===== src/rtl/dmem_bridge.sv =====
`default_nettype none
// ============================================================================
// Module   : dmem_bridge
// Brief    : Load/store bridge from the core memory port to a word-wide
//            valid/ready bus, with byte/half formatting and stall generation.
// Revision : 1.0
// ============================================================================
module dmem_bridge #(
   parameter int TIMEOUT = 64
) (
   input  logic        clk,
   input  logic        reset,
   input  logic        MemRead,
   input  logic        MemWrite,
   input  logic [2:0]  Funct3,
   input  logic [31:0] Addr,
   input  logic [31:0] WriteData,
   output logic [31:0] ReadData,
   output logic        Stall,
   output logic        MisalignErr,
   output logic        BusErr,
   output logic        bus_valid,
   input  logic        bus_ready,
   output logic        bus_we,
   output logic [31:0] bus_addr,
   output logic [3:0]  bus_be,
   output logic [31:0] bus_wdata,
   input  logic [31:0] bus_rdata
);

   localparam int                c_CNT_W = $clog2(TIMEOUT) + 1;
   localparam logic [c_CNT_W-1:0] c_LAST  = c_CNT_W'(TIMEOUT - 1);

   typedef enum logic [1:0] {
      S_IDLE = 2'd0,
      S_REQ  = 2'd1,
      S_DONE = 2'd2
   } state_t;

   state_t               r_state;
   state_t               w_next;
   logic [c_CNT_W-1:0]   r_wait;
   logic [31:0]          r_rdata;
   logic                 r_misalign;
   logic                 r_buserr;
   logic                 r_we;
   logic [31:0]          r_addr;
   logic [3:0]           r_be;
   logic [31:0]          r_wdata;
   logic [1:0]           r_lane;
   logic [2:0]           r_f3;

   logic                 w_req;
   logic                 w_is_b;
   logic                 w_is_h;
   logic                 w_is_w;
   logic                 w_misalign;
   logic                 w_issue;
   logic                 w_handshake;
   logic                 w_timeout;
   logic [3:0]           w_be;
   logic [31:0]          w_wdata;
   logic [7:0]           w_byte;
   logic [15:0]          w_half;
   logic [31:0]          w_load;

   // Funct3[1:0] selects the size; 010/011/110/111 all fall through to word.
   assign w_req      = MemRead | MemWrite;
   assign w_is_b     = (Funct3[1:0] == 2'b00);
   assign w_is_h     = (Funct3[1:0] == 2'b01);
   assign w_is_w     = ~w_is_b & ~w_is_h;
   assign w_misalign = (w_is_h & Addr[0]) | (w_is_w & (Addr[1:0] != 2'b00));
   assign w_issue    = (r_state == S_IDLE) & w_req & ~w_misalign;

   assign w_handshake = (r_state == S_REQ) & bus_ready;
   assign w_timeout   = (r_state == S_REQ) & ~bus_ready & (r_wait == c_LAST);

   always_comb begin
      w_be    = 4'b1111;
      w_wdata = WriteData;
      if (w_is_b) begin
         w_be    = 4'b0001 << Addr[1:0];
         w_wdata = {4{WriteData[7:0]}};
      end else if (w_is_h) begin
         w_be    = 4'b0011 << Addr[1:0];
         w_wdata = {2{WriteData[15:0]}};
      end
   end

   always_comb begin
      w_byte = 8'h00;
      case (r_lane)
         2'd0:    w_byte = bus_rdata[7:0];
         2'd1:    w_byte = bus_rdata[15:8];
         2'd2:    w_byte = bus_rdata[23:16];
         default: w_byte = bus_rdata[31:24];
      endcase
      w_half = r_lane[1] ? bus_rdata[31:16] : bus_rdata[15:0];
      w_load = bus_rdata;
      if (r_f3[1:0] == 2'b00)
         w_load = {{24{w_byte[7] & ~r_f3[2]}}, w_byte};
      else if (r_f3[1:0] == 2'b01)
         w_load = {{16{w_half[15] & ~r_f3[2]}}, w_half};
   end

   always_comb begin
      w_next    = r_state;
      Stall     = 1'b0;
      bus_valid = 1'b0;
      case (r_state)
         S_IDLE: begin
            if (w_issue) begin
               Stall  = 1'b1;
               w_next = S_REQ;
            end
         end
         S_REQ: begin
            Stall     = 1'b1;
            bus_valid = 1'b1;
            if (w_handshake || w_timeout)
               w_next = S_DONE;
         end
         S_DONE:  w_next = S_IDLE;
         default: w_next = S_IDLE;
      endcase
   end

   always_ff @(posedge clk or posedge reset) begin
      if (reset)
         r_state <= S_IDLE;
      else
         r_state <= w_next;
   end

   always_ff @(posedge clk or posedge reset) begin
      if (reset) begin
         r_wait     <= '0;
         r_rdata    <= '0;
         r_misalign <= 1'b0;
         r_buserr   <= 1'b0;
         r_we       <= 1'b0;
         r_addr     <= '0;
         r_be       <= '0;
         r_wdata    <= '0;
         r_lane     <= '0;
         r_f3       <= '0;
      end else begin
         r_misalign <= (r_state == S_IDLE) & w_req & w_misalign;
         if (w_issue) begin
            r_wait  <= '0;
            r_we    <= MemWrite;
            r_addr  <= {Addr[31:2], 2'b00};
            r_be    <= w_be;
            r_wdata <= w_wdata;
            r_lane  <= Addr[1:0];
            r_f3    <= Funct3;
         end
         if ((r_state == S_REQ) && !bus_ready)
            r_wait <= r_wait + c_CNT_W'(1);
         if (w_handshake && !r_we)
            r_rdata <= w_load;
         // A handshake on the final allowed cycle takes precedence over abort.
         if (w_timeout) begin
            r_buserr <= 1'b1;
            r_rdata  <= '0;
         end
      end
   end

   assign ReadData    = r_rdata;
   assign MisalignErr = r_misalign;
   assign BusErr      = r_buserr;
   assign bus_we      = r_we;
   assign bus_addr    = r_addr;
   assign bus_be      = r_be;
   assign bus_wdata   = r_wdata;

endmodule
`default_nettype wire


===== config.mk =====
export PLATFORM = sky130hd
export DESIGN_NAME = dmem_bridge
export DESIGN_NICKNAME = d
export VERILOG_FILES = /design/src/rtl/dmem_bridge.sv
export SDC_FILE = /design/constraint.sdc
export NUM_CORES = 1
export LEC_CHECK = 0
export BUFFER_PORTS_ARGS = -buffer_cell sky130_fd_sc_hd__buf_2
export CORE_ASPECT_RATIO = 1.2
export CORE_UTILIZATION = 36
export DETAILED_ROUTE_END_ITERATION = 7
export PLACE_DENSITY_LB_ADDON = 0.25
export SLEW_MARGIN = 20
export SYNTH_ARGS = -nofsm -noshare
export SYNTH_HDL_FRONTEND = slang
export SYNTH_SLANG_ARGS = --single-unit
export TNS_END_PERCENT = 100

===== constraint.sdc =====
create_clock -name clk -period 3.3 [get_ports clk]
set_input_delay 0.495 -clock clk [delete_from_list [all_inputs] [get_ports clk]]
set_output_delay 0.495 -clock clk [all_outputs]
set_load 0.005 [all_outputs]

After elaboration in Yosys (flattened, before gate mapping):

Cells that the tools add are included.

* shift operators: 2
* bitwise operators: 18
* reduce and logical (&&, ||, !) cells: 13
* add/subtract/negate cells: 1
* mux-type cells: 18
* equality and inequality tests: 8

Operator list (count)
* $mux 32: 6
* $pmux 8 s3: 1
* $mux 16: 1
* $mux 7: 2
* $and 1x1->1: 11
* $eq 2x1->1 const B: 4
* $logic_not 2->1: 4
* $mux 4: 2
* $add 7x1->7 const B: 1
* $eq 7x6->1 const B: 1
* $reduce_bool 2->1: 3
* $not 1->1: 5
* $mux 2: 2
* $pmux 2 s2: 1
* $shl 1x2->4 const A: 1
* $shl 2x2->4 const A: 1
* $eq 2x2->1 const B: 1
* $logic_and 1x1->1: 2
* $logic_not 1->1: 2
* $mux 1: 2
* $ne 2x1->1 const B: 1
* $ne 2x2->1 const B: 1
* $or 1x1->1: 2
* $pmux 1 s2: 1
* 2 further kinds: 2

* word-level logic and storage cells: 71
* output and inout port bits: 105
* flip-flop bits (word level): 115
* input bits: 104

Depth between registers and ports, before layout:

* depth in word-level cells: 9
* depth in mapped cells: 8
* gate-level depth less buffers: 6

Worst setup path after synthesis:

No wires, ideal clock.

* kind: input to output
* from: input Addr[0]
* to: output Stall
* slack: 1.472 ns
* stages: 6
* buffers on the path: 1
* required time: 2.805 ns
* arrival: 1.333 ns
* cell sequence: inv_1 ha_1 nand2b_1 nand4_2 buf_2 nand2b_1

* longest elaborated chain between the ends: 7
* elaborated cells on any way between the ends: 8
* classes of those cells: mux: 2; bitwise: 5; reduce/logical: 1

RTL lines
* start, declared: line 16 `input logic [31:0] Addr,`
* $reduce_bool 2->1: line 72 `assign w_misalign = (w_is_h & Addr[0]) | (w_is_w & (Addr[1:0] != 2'b00));`
* $and 1x1->1: line 72
* $or 1x1->1 (*): line 72
* $not 1->1 (*): line 73 `assign w_issue = (r_state == S_IDLE) & w_req & ~w_misalign;`
* $and 1x1->1 (*): line 73
* $mux 1 (*): line 112 `if (w_issue) begin`
* $pmux 1 s2 (*): line 110 `case (r_state)`
* end, declared: line 19 `output logic Stall,`

Every way passes the cells marked *; elsewhere a longest branch is shown, timed or not.

Worst setup path in the final report:

* from: input Funct3[1]
* to: output Stall

* longest elaborated chain between the ends: 9
* elaborated cells on any way between the ends: 12
* classes of those cells: eq/ne: 1; mux: 2; bitwise: 8; reduce/logical: 1

RTL lines
* start, declared: line 15 `input logic [2:0] Funct3,`
* $eq 2x1->1 / $logic_not 2->1 (equally long branches): line 70, 69
* $not 1->1: line 71 `assign w_is_w = ~w_is_b & ~w_is_h;`
* $and 1x1->1: line 71
* $and 1x1->1: line 72
* $or 1x1->1 (*): line 72
* $not 1->1 (*): line 73
* $and 1x1->1 (*): line 73
* $mux 1 (*): line 112
* $pmux 1 s2 (*): line 110

Marks and branches as above.

==> run metrics <==
outcome=complete, no violations; Reg-to-Reg End=ReadData[11]$_DFFE_PP0P_; GRT Residual Overflow=0; clock transition at the registers of the reported paths=around 0.050 ns; VDD IR max=roughly 290 uV; Critical path origin=Funct3[1]; Post-synth top cells=dfrtp_1 (115), mux2_2 (56), nand2_1 (47); synthesized flop and latch total=115; cell with the most instances after synthesis=dfrtp_1; gr busiest metal=met2; Max Slew Vio Count=0; slew at the pin closest to its max-slew limit=slightly below 0.9 ns; CTS sink count=between 100 and 150; worst skew pair latency=about 0.41 ns; row count=49; final-layout fill cell count=roughly 1,400; Final ANT Viol Nets=0; post-synth top area cell=dfrtp_1; share of layout cells above drive strength 1=between 40 and 50%; dpl cells=approximately 860; critical path required time=roughly 2.8 ns; Final Non-Filler Cells=887; Ports=roughly 210; EDFF count, synth=0; Comb power frac=32.0%; simple-gate portion of the synthesized area=about 10%; Final period util=about 66%; Mapped Cells=between 400 and 500; Post-Syn Area=about 5500 sq um; Register Area=roughly 2900 sq um; Max FO, Critical Path=31; HPWL Detailed=10.2 mm; synthesis-to-finish area growth=32.1%; Total GRT Usage=18.4%; clock tree buffer depth=2; final-stage net count=approximately 780; P_leak=about 3.7 nW; post-synthesis cell type count=51; GR met2 Demand/Resource=between 30 and 40%; post_cts resized=0; full die area=roughly 16,000 sq um; register area share after synthesis=between 50% and 60%; endpoint class of the critical path=primary output; top cell type's share of synthesized area=between 50% and 60%; initial drt markers=~160; Final Critical Period=about 2.2 ns; crit start category=primary input; Hold Slack=between 0.2 and 0.25 ns; cell with the most instances on the worst path=buf_2; kind of cell adding the most delay to the critical path=buffers and inverters; Core ar.=~15,000 sq um; Antenna Cells=0; # hold bufs at CTS=0; slew margin rel.=between 40% and 50%; Psw=between 1.5 and 2 mW; H-tree levels=4; Final TNS setup=0 ns; CTS Buf Count=17; Flop pwr share=a little under two fifths; post-synthesis mux area share=a little under a fifth; die width=115 um; Internal Power=4.36 mW; global-route wire length before repair=~22 mm; stages on the worst setup path=5; synth top area cells=dfrtp_1 (52%), mux2_2 (11%), mux2i_1 (7.1%); main flop type after synthesis=dfrtp_1; final hold violations=0; IO Port Bufs=206; area of the multi-input gates=2430 sq um; CP Cell Sequence=buf_2 > nand3b_1 > nand4_4 > nand2b_1 > buf_2; TritonCTS clock tree=done; FFs w/ async S/R, synth=100%; clock root cell=clkbuf_16; initial antenna violation count=0; data arrival time of the worst path=between 1.5 and 2 ns; Synth Area in Compound Gates=approximately 14%; vias per inst=about 5; YS warnings=0; vias=~4,400; Power Dens Cells=869 nW/um^2; Max-Cap Viols=0; worst stage delay on the critical path=a little under 0.5 ns; wirelength, routed=approximately 14 mm; # Post-CTS Setup Buffers=0; critical register-to-register path startpoint=r_wait[0]$_DFFE_PP0P_; Final setup viols=0; fin util=around half; grt met3 use=approximately 5.8%; routability congestion estimate=0.807; Syn Area/Cell=11.7 sq um; FMAX=between 400 and 500 MHz; critical path class=in -> out; Total Power=between 6 and 7 mW; r2r setup slk=~1.3 ns; area share of fa/ha/maj cells after synthesis=1.13%; Worst path slowest cell=buf_2; Clock Skew=0.0122 ns; mean routed wirelength per cell=~16 um; met1 Usage GRT=21.3%; largest net degree at the start of global routing=a little over 80; Clk pwr share=a little under a third; XOR/XNOR Fraction of Synth Area=0.317%; worst min path class=in -> async; Starting Density=a little under two fifths; drt drc=0; path depth of the worst reg2reg path=5; switching share of total power=a little under a third; die height=138 um; vias in the first global route=4,437; largest family of logic cells by synthesized area=multiplexers; worst path bufs/invs=2; Pre-Repair DR Iteration Count=6; Worst Setup EP=Stall; RSZ-0062 raised after global routing=no
[layout by cell type (no fill, tap or decap), types with 4 or more instances in the layout]
master and n:
o211ai_1 7, mux2_2 56, nand2b_1 4, dfrtp_1 115, nand2_1 47, nor2_1 20, mux2i_1 39, a21oi_1 13
inv_1 5, o22ai_1 10, a211oi_1 9, ha_1 5, clkbuf_16 17, clkinvlp_4 5, o21ai_0 35, a21o_1 7
nand3_1 9, a221o_1 16, buf_2 206
[registers in the layout, indices dropped and copies added (netlist names)]
signal,flops
r_wait,7
bus_we,1
bus_wdata,32
ReadData,32
r_state,2
bus_be,4
bus_addr,30
r_lane,2
BusErr,1
MisalignErr,1
r_f3,3
[stage by stage]
| stage | worst slack (ns) | cell area [sq um] |
|---|---|---|
| 6_report | 1.12 | 7290 |
| 4_1_cts | 1.11 | 7290 |
| 3_3_place_gp | 1.07 | 6670 |
| 2_1_floorplan | 1.41 | 5530 |
| 5_1_grt | 1.03 | 7290 |
| 3_5_place_dp | 1.02 | 6670 |
[power groups by stage]
| stage | Combinational [mW] | Clock (mW) | Sequential, mW |
|---|---|---|---|
| 6_report | 2.03 | 1.91 | 2.41 |
| 5_1_grt | 2.28 | 2.01 | 2.50 |
| 4_1_cts | 2.07 | 1.95 | 2.41 |
| 3_5_place_dp | 2.07 | 0 | 2.42 |
| 3_3_place_gp | 2.03 | 0 | 2.40 |
| 2_1_floorplan | 1.17 | 0 | 2.41 |
[final cells by class]
type	instances	share of cell area, %
Sequential cell	115	39.5
Multi-Input combinational cell	319	33.3
Timing Repair Buffer	211	14.9
Clock buffer	21	6.45
Tap cell	204	3.50
Clock inverter	11	2.08
Inverter	6	0.360
[worst min-delay path by stage]
stage	start	endpoint	depth (start not counted)
final	reset	bus_addr[31]$_DFFE_PP0P_	3
after global routing	reset	bus_addr[31]$_DFFE_PP0P_	3
after CTS	reset	bus_addr[31]$_DFFE_PP0P_	3
after detailed placement	bus_wdata[29]$_DFFE_PP0P_	bus_wdata[29]$_DFFE_PP0P_	2
after global placement	BusErr$_DFFE_PP0P_	BusErr$_DFFE_PP0P_	1
after floorplan	BusErr$_DFFE_PP0P_	BusErr$_DFFE_PP0P_	1
[worst reg2reg max path, cell delays in order (launching register included)]
cell and delay, ns:
dfrtp_1 0.41, ha_1 0.29, and3b_1 0.22, a31oi_4 0.72, nand2_1 0.14, o211ai_1 0.13
[per-layer routing]
metal	part of all wire, %	wire (um)
met4	1.8	249
met1	40	5650
met2	50	7060
met5	0	0
met3	7.4	1040
[kinds of logic (layout without fill, tap and decap cells)]
group           count (synthesis)  in the layout
flops                         115            115
compound gates                109            109
simple gates                  105            105
mux                            96             96
buf+inv                        39            249
fa+ha+maj                       5              5
xor+xnor                        2              2
other cells                     1              2
Power figures use the tool's default switching activity.
